**config.mk**
```make
export PLATFORM = sky130hd
export DESIGN_NAME = serial_comparator_flat
export DESIGN_NICKNAME = d
export VERILOG_FILES = /design/src/rtl/alu_cmp_pkg.sv /design/src/rtl/serial_comparator_if.sv /design/src/rtl/bit_cmp_step.sv /design/src/rtl/serial_comparator.sv /design/src/flat_wrapper.sv
export SDC_FILE = /design/constraint.sdc
export NUM_CORES = 1
export LEC_CHECK = 0
export ABC_AREA = 1
export CAP_MARGIN = 20
export CELL_PAD_IN_SITES_DETAIL_PLACEMENT = 0
export CELL_PAD_IN_SITES_GLOBAL_PLACEMENT = 1
export CORE_ASPECT_RATIO = 1.25
export CORE_MARGIN = 2
export CORE_UTILIZATION = 36
export DETAILED_ROUTE_END_ITERATION = 10
export GPL_ROUTABILITY_DRIVEN = 1
export PLACE_DENSITY_LB_ADDON = 0.1
export SYNTH_ARGS = -nofsm -noshare
export SYNTH_HDL_FRONTEND = slang
export SYNTH_SLANG_ARGS = --single-unit
export TNS_END_PERCENT = 1
```
**constraint.sdc**
```tcl
create_clock -name clk -period 2.5 [get_ports clk]
set_input_delay 0.5 -clock clk [delete_from_list [all_inputs] [get_ports clk]]
set_output_delay 0.5 -clock clk [all_outputs]
set_load 0.005 [all_outputs]
```
**src/rtl/alu_cmp_pkg.sv**
```systemverilog
// alu_cmp_pkg: state and result encodings shared by the serial and parallel comparators
package alu_cmp_pkg;
  localparam logic [1:0] ST_IDLE = 2'd0;
  localparam logic [1:0] ST_RUN = 2'd1;
  localparam logic [1:0] ST_DONE = 2'd2;
  localparam logic [2:0] CMP_LS = 3'b100;
  localparam logic [2:0] CMP_EQ = 3'b010;
  localparam logic [2:0] CMP_GT = 3'b001;
  typedef enum logic [1:0] {
    S_IDLE = ST_IDLE,
    S_RUN = ST_RUN,
    S_DONE = ST_DONE
  } cmp_state_t;
endpackage

```
**src/rtl/serial_comparator_if.sv**
```systemverilog
// serial_comparator_if: start/operand request and ready/busy/done/result response bundle
interface serial_comparator_if #(parameter int WIDTH = 16);
  logic start, sgn, ready, busy, done, ls, eq, gt;
  logic [WIDTH-1:0] a, b;
  modport master(output start, a, b, sgn, input ready, busy, done, ls, eq, gt);
  modport slave(input start, a, b, sgn, output ready, busy, done, ls, eq, gt);
endinterface

```
**src/rtl/bit_cmp_step.sv**
```systemverilog
// bit_cmp_step: 1-bit magnitude compare; invert swaps lt/gt for a two's-complement sign bit
module bit_cmp_step (
  input  logic a_bit,
  input  logic b_bit,
  input  logic invert,
  output logic lt,
  output logic gt,
  output logic neq
);
  assign neq = a_bit ^ b_bit;
  assign lt = invert ? (a_bit & ~b_bit) : (~a_bit & b_bit);
  assign gt = invert ? (~a_bit & b_bit) : (a_bit & ~b_bit);
endmodule

```
**src/rtl/serial_comparator.sv**
```systemverilog
// serial_comparator: MSB-first bit-serial magnitude compare with early exit and done pulse.
// Define SIGNED_CMP_EN to honour sgn (two's-complement compare); otherwise sgn is ignored.
module serial_comparator
  import alu_cmp_pkg::*;
#(
  parameter int WIDTH = 16,
  parameter int IDX_W = $clog2(WIDTH)
) (
  input logic clk,
  input logic rst_n,
  serial_comparator_if.slave cmp
);
`ifdef SIGNED_CMP_EN
  localparam bit SIGNED_EN = 1'b1;
`else
  localparam bit SIGNED_EN = 1'b0;
`endif
  localparam logic [IDX_W-1:0] IDX_MSB = IDX_W'(WIDTH - 1);
  cmp_state_t state;
  logic [WIDTH-1:0] a_r, b_r;
  logic sgn_r;
  logic [IDX_W-1:0] idx;
  logic lt_bit, gt_bit, neq_bit, invert;
  // only the sign bit flips its ordering in a signed compare
  assign invert = SIGNED_EN && sgn_r && (idx == IDX_MSB);
  bit_cmp_step u_step (
    .a_bit(a_r[idx]),
    .b_bit(b_r[idx]),
    .invert(invert),
    .lt(lt_bit),
    .gt(gt_bit),
    .neq(neq_bit)
  );
  always_ff @(posedge clk)
    if (!rst_n) begin
      state <= S_IDLE;
      cmp.ready <= 1'b1;
      cmp.busy <= 1'b0;
      cmp.done <= 1'b0;
      {cmp.ls, cmp.eq, cmp.gt} <= CMP_EQ;
      idx <= '0;
      a_r <= '0;
      b_r <= '0;
      sgn_r <= 1'b0;
    end else begin
      cmp.done <= 1'b0;
      case (state)
        S_IDLE:
          if (cmp.start) begin
            a_r <= cmp.a;
            b_r <= cmp.b;
            sgn_r <= cmp.sgn;
            idx <= IDX_MSB;
            state <= S_RUN;
            cmp.ready <= 1'b0;
            cmp.busy <= 1'b1;
          end
        S_RUN:
          if (neq_bit || idx == '0) begin
            {cmp.ls, cmp.eq, cmp.gt} <= neq_bit ? {lt_bit, 1'b0, gt_bit} : CMP_EQ;
            state <= S_DONE;
            cmp.busy <= 1'b0;
            cmp.done <= 1'b1;
          end else
            idx <= idx - 1'b1;
        S_DONE: begin
          state <= S_IDLE;
          cmp.ready <= 1'b1;
        end
        default: begin
          state <= S_IDLE;
          cmp.ready <= 1'b1;
          cmp.busy <= 1'b0;
        end
      endcase
    end
endmodule

```
**src/flat_wrapper.sv**
```systemverilog
// flat-port wrapper written by rule: the top's interface ports become plain ports
module serial_comparator_flat import alu_cmp_pkg::*;
#(
  parameter int WIDTH = 16,
  parameter int IDX_W = $clog2(WIDTH)
)
  (clk, rst_n, cmp_start, cmp_a, cmp_b, cmp_sgn, cmp_ready, cmp_busy, cmp_done, cmp_ls, cmp_eq, cmp_gt);
  serial_comparator_if #(.WIDTH(WIDTH)) cmp_i ();
  input logic clk;
  input logic rst_n;
  input wire logic [$bits(cmp_i.start)-1:0] cmp_start;
  input wire logic [$bits(cmp_i.a)-1:0] cmp_a;
  input wire logic [$bits(cmp_i.b)-1:0] cmp_b;
  input wire logic [$bits(cmp_i.sgn)-1:0] cmp_sgn;
  output wire logic [$bits(cmp_i.ready)-1:0] cmp_ready;
  output wire logic [$bits(cmp_i.busy)-1:0] cmp_busy;
  output wire logic [$bits(cmp_i.done)-1:0] cmp_done;
  output wire logic [$bits(cmp_i.ls)-1:0] cmp_ls;
  output wire logic [$bits(cmp_i.eq)-1:0] cmp_eq;
  output wire logic [$bits(cmp_i.gt)-1:0] cmp_gt;
  assign cmp_i.start = cmp_start;
  assign cmp_i.a = cmp_a;
  assign cmp_i.b = cmp_b;
  assign cmp_i.sgn = cmp_sgn;
  assign cmp_ready = cmp_i.ready;
  assign cmp_busy = cmp_i.busy;
  assign cmp_done = cmp_i.done;
  assign cmp_ls = cmp_i.ls;
  assign cmp_eq = cmp_i.eq;
  assign cmp_gt = cmp_i.gt;
  serial_comparator #(.WIDTH(WIDTH), .IDX_W(IDX_W)) u_core (.clk(clk), .rst_n(rst_n), .cmp(cmp_i));
endmodule
```
### Word-level counts from Yosys, hierarchy flattened

Cells that the tools add are included.

* output and inout bits: 6
* word-level logic and storage cells: 52
* register bits after elaboration: 44

* reductions and logical operators: 11
* eq/ne operators: 5
* add/subtract/negate cells: 1
* bitwise logic cells: 7
* muxes and demuxes: 17
* order comparisons: 1

Operator list (number)
* AND reduction 2 bit: 5
* binary-select mux 1 bit (select 4 bit): 2
* 2-to-1 mux 4 bit: 2
* case mux 4 bit (2 select lines): 1
* 2-to-1 mux 1 bit: 6
* AND reduction 3 bit: 2
* less-than comparator 4 x 5 -> 1 bit (second input constant): 1
* zero test 4 bit: 1
* 2-to-1 mux 2 bit: 2
* inequality test 2 bit (second input constant): 2
* inverter 1 bit: 4
* case mux 2 bit (2 select lines): 1
* subtractor 4 x 1 -> 4 bit (second input constant): 1
* 2-to-1 mux 3 bit: 1
* case mux 1 bit (3 select lines): 1
* bitwise AND 1 bit: 2
* equality test 2 x 1 -> 1 bit (second input constant): 1
* equality test 2 bit (second input constant): 1
* zero test 2 bit: 1
* inequality test 2 x 1 -> 1 bit (second input constant): 1
* case mux 1 bit (2 select lines): 1
* nonzero test 2 bit: 1
* logical OR 1 bit: 1
* bitwise XOR 1 bit: 1

### Longest topological paths before layout

* depth in word-level cells: 6
* depth in mapped cells: 16
* gate-level depth less buffers: 14

### Hierarchy

From an unflattened synthesis, not the netlist that was laid out.

* cells, all modules: 284
* area, all modules: 2029.4 um2

Modules (own cells, without submodules)
* serial_comparator: instances 1, area each 1966.9 um2, cells each 272
* bit_cmp_step: instances 1, area each 62.6 um2, cells each 12

### Worst setup path after synthesis

Ideal clock, no wire load.

* path type: register to register
* start point: register u_core.idx[0]
* end point: register u_core.cmp.eq
* setup slack: 0.754 ns
* data required time: 2.370 ns
* cell stages (with the launch flop): 16
* setup time: 0.130 ns
* data arrival time: 1.616 ns
* path buffers: 2
* period minus slack after synthesis: 1.746 ns
* path through: dfxtp_1 -> buf_6 -> inv_2 -> buf_6 -> nand2_1 -> nand3_1 -> nand2_1 -> nor2_1 -> nand2_1 -> nand2_2 -> inv_2 -> ha_1 -> nand2_1 -> nand2_2 -> nand2_1 -> nand3_1

* cells in the longest elaborated chain, start to end: 5
* elaborated cells between the ends (all ways): 9

Ends and longest elaborated chain
* start: declaration: RTL line serial_comparator.sv:22 `logic [IDX_W-1:0] idx;`
* start signal: assignment: RTL line serial_comparator.sv:65 `idx <= idx - 1'b1;`
* binary-select mux 1 bit (select 4 bit), on equally long branches: RTL line serial_comparator.sv:27, serial_comparator.sv:28
* 2-to-1 mux 1 bit, on equally long branches: RTL line serial_comparator.sv:27, serial_comparator.sv:28
* bitwise XOR 1 bit: RTL line bit_cmp_step.sv:10 `assign neq = a_bit ^ b_bit;`
* logical OR 1 bit: RTL line serial_comparator.sv:59 `if (neq_bit || idx == '0) begin`
* AND reduction 2 bit (no source line)
* end signal: assignment: RTL line serial_comparator.sv:60 `{cmp.ls, cmp.eq, cmp.gt} <= neq_bit ? {lt_bit, 1'b0, gt_bit} : CMP_EQ;`
* end: declaration: RTL line serial_comparator_if.sv:6 `modport slave(input start, a, b, sgn, output ready, busy, done, ls, eq, gt);`

Parallel ways exist; a longest one is shown, timed or not. The select of a mux whose other input is x is not followed.
A chain may end at the register's enable or synchronous reset.

### Worst setup path in the final report

* start point: register u_core.idx[1]
* end point: register u_core.idx[2]

* cells in the longest elaborated chain, start to end: 6
* elaborated cells between the ends (all ways): 12

Ends and longest elaborated chain (RTL line)
* binary-select mux 1 bit (select 4 bit), on equally long branches: serial_comparator.sv:27, serial_comparator.sv:28
* 2-to-1 mux 1 bit, on equally long branches: serial_comparator.sv:27, serial_comparator.sv:28
* bitwise XOR 1 bit: bit_cmp_step.sv:10
* logical OR 1 bit: serial_comparator.sv:59
* inequality test 2 bit (no source line)
* AND reduction 3 bit (no source line)

Parallel ways exist; a longest one is shown, timed or not. The select of a mux whose other input is x is not followed.

==> run_summary.xml <==
<?xml version="1.0" encoding="UTF-8"?>
<metrics>
  <group name="synthesis">
    <metric name="synth_cell_type_count" unit="">20</metric>
    <metric name="synth_cells" unit="">289</metric>
    <metric name="synth.net_count" unit="">328</metric>
    <metric name="syn-cell-area" unit="µm²">2030</metric>
    <metric name="ys_seq_area_frac" unit="">0.433</metric>
    <metric name="synth_seq_cells" unit="">44</metric>
    <metric name="synth-warning-count" unit="">0</metric>
    <metric name="post_synth.cell_area_avg" unit="µm²">7.03</metric>
  </group>
  <group name="critical_path">
    <metric name="worst_path_largest_cell_delay" unit="ns">0.61</metric>
    <metric name="setup.worst_path.end_class" unit="">register</metric>
    <metric name="cp.required" unit="ns">2.73</metric>
    <metric name="crit_end" unit="">u_core.idx[2]$_SDFFE_PN0P_</metric>
    <metric name="startpoint" unit="">u_core.idx[1]$_SDFFE_PN0P_</metric>
    <metric name="timing.reg2reg.setup_slack" unit="ns">0.45</metric>
    <metric name="worst_path_dominant_cell_family" unit="">simple AND/OR/NAND/NOR gates</metric>
    <metric name="worstPathBufferInverterCount" unit="">1</metric>
    <metric name="setup.worst_path.start_class" unit="">register</metric>
    <metric name="crit-reg2reg-launch" unit="">u_core.idx[1]$_SDFFE_PN0P_</metric>
    <metric name="cp_slowest_cell" unit="">sky130_fd_sc_hd__dfxtp_1</metric>
    <metric name="critical_path_cell_count" unit="">12</metric>
    <metric name="crit_path_frequent_cell" unit="">sky130_fd_sc_hd__nand2_1</metric>
    <metric name="worstPathMaxFanout" unit="">11</metric>
    <metric name="timing.rr.end" unit="">u_core.idx[2]$_SDFFE_PN0P_</metric>
    <metric name="cp.arrival" unit="ns">2.28</metric>
    <metric name="path_cells" unit="">nor2_4 -&gt; nand3_1 -&gt; nand2_1 -&gt; nor2_1 -&gt; nand2_1 -&gt; nand2_2 -&gt; inv_2 -&gt; ha_1 -&gt; nand3_2 -&gt; nand2_1 -&gt; nand2_1 -&gt; a21oi_2</metric>
    <metric name="worst_reg_to_reg_path_cell_count" unit="">12</metric>
    <metric name="worstSetupPathType" unit="">reg -&gt; reg</metric>
  </group>
  <group name="global_route">
    <metric name="grt_overflow_total" unit="">0</metric>
    <metric name="grt_antenna_before_repair" unit="">0</metric>
    <metric name="maximum_number_of_pins_on_one_net_before_global_route_repair" unit="">39</metric>
    <metric name="groute.usage.overall" unit="">0.152</metric>
    <metric name="vias_in_the_first_global_route" unit="">1676</metric>
    <metric name="grt_pass1_wl" unit="mm">7.60</metric>
  </group>
  <group name="place">
    <metric name="placed_cell_area" unit="µm²">2440</metric>
    <metric name="place_congestion" unit="">0.803</metric>
    <metric name="dp.final_hpwl" unit="mm">3.12</metric>
    <metric name="io_buffers" unit="">40</metric>
  </group>
  <group name="status">
    <metric name="run_status" unit="">finished, final reports clean</metric>
  </group>
  <group name="clocking">
    <metric name="cts_setup_buffers" unit="">0</metric>
    <metric name="tritoncts_clock_tree" unit="">yes</metric>
    <metric name="cts_hold_buffers" unit="">0</metric>
    <metric name="cts_resized" unit="">0</metric>
    <metric name="cts_max_level" unit="">2</metric>
    <metric name="clkSlewWorstSetupHoldPaths" unit="ns">0.08</metric>
    <metric name="clock_latency_reported_for_the_late_side_of_the_worst_skew_pair" unit="ns">0.29</metric>
    <metric name="max_root_sink_buffers" unit="">2</metric>
    <metric name="cts-buffers-inserted" unit="">5</metric>
    <metric name="clockRootBuffer" unit="">sky130_fd_sc_hd__clkbuf_8</metric>
    <metric name="clock_sinks" unit="">44</metric>
  </group>
  <group name="timing">
    <metric name="hold_slack" unit="ns">0.456</metric>
    <metric name="setup_tns" unit="ns">0</metric>
    <metric name="final.period_utilization" unit="">0.819</metric>
    <metric name="final_hold_viol_count" unit="">0</metric>
    <metric name="fin_worst_skew" unit="ns">0.00897</metric>
    <metric name="setup_viol" unit="">0</metric>
    <metric name="finalMaxSlewViolations" unit="">0</metric>
    <metric name="clock.fmax" unit="MHz">489</metric>
    <metric name="grt_setup_unrepaired" unit="">no</metric>
    <metric name="timing_worst_slew_pin_value" unit="ns">0.454</metric>
    <metric name="layout_min_cycle_time" unit="ns">2.05</metric>
    <metric name="slew-limit-headroom" unit="">0.697</metric>
  </group>
  <group name="drt">
    <metric name="drt-wirelength-per-cell" unit="µm">11.5</metric>
    <metric name="dr.pass1.iters" unit="">4</metric>
    <metric name="drt-total-wl" unit="mm">4.47</metric>
    <metric name="drtAntennaViolNets" unit="">0</metric>
    <metric name="routed-via-count" unit="">1849</metric>
    <metric name="vias_per_cell" unit="">4.77</metric>
    <metric name="drc" unit="">0</metric>
    <metric name="drt_iter0_markers" unit="">41</metric>
  </group>
  <group name="floorplanning">
    <metric name="die_width" unit="µm">71.2</metric>
    <metric name="core_area" unit="µm²">5440</metric>
    <metric name="fp-row-count" unit="">30</metric>
    <metric name="floorplan.initialDensity" unit="">0.373</metric>
    <metric name="design.die.area" unit="µm²">6260</metric>
    <metric name="die-height" unit="µm">88.0</metric>
    <metric name="pin_count" unit="">42</metric>
  </group>
  <group name="finish">
    <metric name="area_delta_synth_final" unit="%">24.0</metric>
    <metric name="num_antenna_cells" unit="">0</metric>
    <metric name="post-route-cell-area" unit="µm²">2520</metric>
    <metric name="final_nets" unit="">363</metric>
    <metric name="drive_gt1_frac" unit="">0.0864</metric>
    <metric name="fillCellCount" unit="">589</metric>
    <metric name="multi_input_logic_area" unit="µm²">941</metric>
    <metric name="final-seq-area" unit="µm²">881</metric>
  </group>
  <group name="hold_path">
    <metric name="holdCritPathClass" unit="">reg -&gt; reg</metric>
    <metric name="hold_depth" unit="">2</metric>
  </group>
  <group name="power">
    <metric name="cellLeakagePower" unit="nW">1.06</metric>
    <metric name="powerDensity" unit="nW/µm²">1040</metric>
    <metric name="ir_drop" unit="mV">0.344</metric>
  </group>
  <group name="job">
    <metric name="cap_violations" unit="">0</metric>
  </group>
</metrics>
registers in the layout, summed over array words and instances, names as in the netlist:
name / cells
u_core.a_r: 16
u_core.b_r: 16
u_core.idx: 4
u_core.state: 2
u_core.cmp.busy: 1
u_core.cmp.done: 1
u_core.cmp.eq: 1
u_core.cmp.gt: 1
u_core.cmp.ls: 1
u_core.cmp.ready: 1
cells in the mapped netlist:
cell type / n / area, µm²
sky130_fd_sc_hd__a21oi_1: 19 / 95.1
sky130_fd_sc_hd__a21oi_2: 1 / 8.76
sky130_fd_sc_hd__buf_2: 5 / 25.0
sky130_fd_sc_hd__buf_4: 2 / 15.0
sky130_fd_sc_hd__buf_6: 5 / 56.3
sky130_fd_sc_hd__clkbuf_1: 3 / 11.3
sky130_fd_sc_hd__clkbuf_2: 1 / 5.00
sky130_fd_sc_hd__dfxtp_1: 44 / 881
sky130_fd_sc_hd__ha_1: 3 / 37.5
sky130_fd_sc_hd__inv_1: 18 / 67.6
sky130_fd_sc_hd__inv_2: 8 / 30.0
sky130_fd_sc_hd__nand2_1: 56 / 210
sky130_fd_sc_hd__nand2_2: 4 / 25.0
sky130_fd_sc_hd__nand3_1: 23 / 115
sky130_fd_sc_hd__nand3_2: 1 / 10.0
sky130_fd_sc_hd__nand3_4: 1 / 17.5
sky130_fd_sc_hd__nor2_1: 54 / 203
sky130_fd_sc_hd__nor2_4: 2 / 22.5
sky130_fd_sc_hd__o21ai_0: 38 / 190
sky130_fd_sc_hd__or2_2: 1 / 6.26
where the power goes:
part,switching [mW],total [mW],internal (mW)
clock,0.232,0.422,0.190
combinational,0.717,1.19,0.474
sequential,0.131,1.01,0.880
total,1.08,2.62,1.54
worst register-to-register path, cell delays in order, from the launching register on:
cell                      delay, ns
sky130_fd_sc_hd__dfxtp_1       0.61
sky130_fd_sc_hd__nor2_4        0.10
sky130_fd_sc_hd__nand3_1       0.10
sky130_fd_sc_hd__nand2_1       0.05
sky130_fd_sc_hd__nor2_1        0.11
sky130_fd_sc_hd__nand2_1       0.07
sky130_fd_sc_hd__nand2_2       0.08
sky130_fd_sc_hd__inv_2         0.03
sky130_fd_sc_hd__ha_1          0.34
sky130_fd_sc_hd__nand3_2       0.14
sky130_fd_sc_hd__nand2_1       0.16
sky130_fd_sc_hd__nand2_1       0.08
sky130_fd_sc_hd__a21oi_2       0.11
logic make-up after synthesis:
group,synth area share
adders and majority gates,0.0185
buffers and inverters,0.103
AOI/OAI and AO/OA,0.145
and+or+nand+nor,0.300
DFF,0.433
worst min path at each step:
stage                                start                           to  slack (ns)
2_1_floorplan   u_core.a_r[4]$_SDFFE_PN0P_   u_core.a_r[4]$_SDFFE_PN0P_        0.42
3_3_place_gp    u_core.b_r[6]$_SDFFE_PN0P_   u_core.b_r[6]$_SDFFE_PN0P_        0.44
3_5_place_dp    u_core.cmp.eq$_SDFFE_PN1P_   u_core.cmp.eq$_SDFFE_PN1P_        0.45
4_1_cts        u_core.a_r[14]$_SDFFE_PN0P_  u_core.a_r[14]$_SDFFE_PN0P_        0.46
5_1_grt         u_core.b_r[6]$_SDFFE_PN0P_   u_core.b_r[6]$_SDFFE_PN0P_        0.47
6_report        u_core.b_r[4]$_SDFFE_PN0P_   u_core.b_r[4]$_SDFFE_PN0P_        0.46
per-layer routing:
| metal | GRT usage | vias to the layer above | part of all wire |
|---|---|---|---|
| met5 | 0 | - | 0 |
| met4 | 0.0412 | 0 | 0.010 |
| met3 | 0.0322 | 5 | 0.039 |
| met2 | 0.263 | 33 | 0.46 |
| met1 | 0.191 | 827 | 0.49 |
| li1 | - | 984 | - |
final cells by class:
type / count / area share
clock buffer: 6 / 0.0288
inverter: 26 / 0.0387
sequential: 44 / 0.350
multi-input combinational: 203 / 0.373
tap: 64 / 0.0318
timing repair buffer: 44 / 0.176
clock inverter: 1 / 0.00199
metrics by stage:
stage	utilization	setup WS, ns	std cells	total power, mW
2_1_floorplan	-	0.754	289	1.95
3_3_place_gp	0.449	0.459	381	2.23
3_5_place_dp	0.449	0.454	381	2.24
4_1_cts	0.463	0.428	388	2.66
5_1_grt	0.463	0.234	388	2.88
6_report	0.463	0.453	388	2.62
cells in the final DEF (no fill, tap or decap), drive strengths merged:
cell           netlist  routed
inv                 26      26
nand2               60      60
dfxtp               44      44
clkbuf               4       6
ha                   3       3
buf                 12       4
nand3               25      25
or2                  1       1
o21ai               38      38
clkinv               0       1
nor2                56      56
a21oi               20      20
clkdlybuf4s50        0      40
Power figures use the tool's default switching activity.
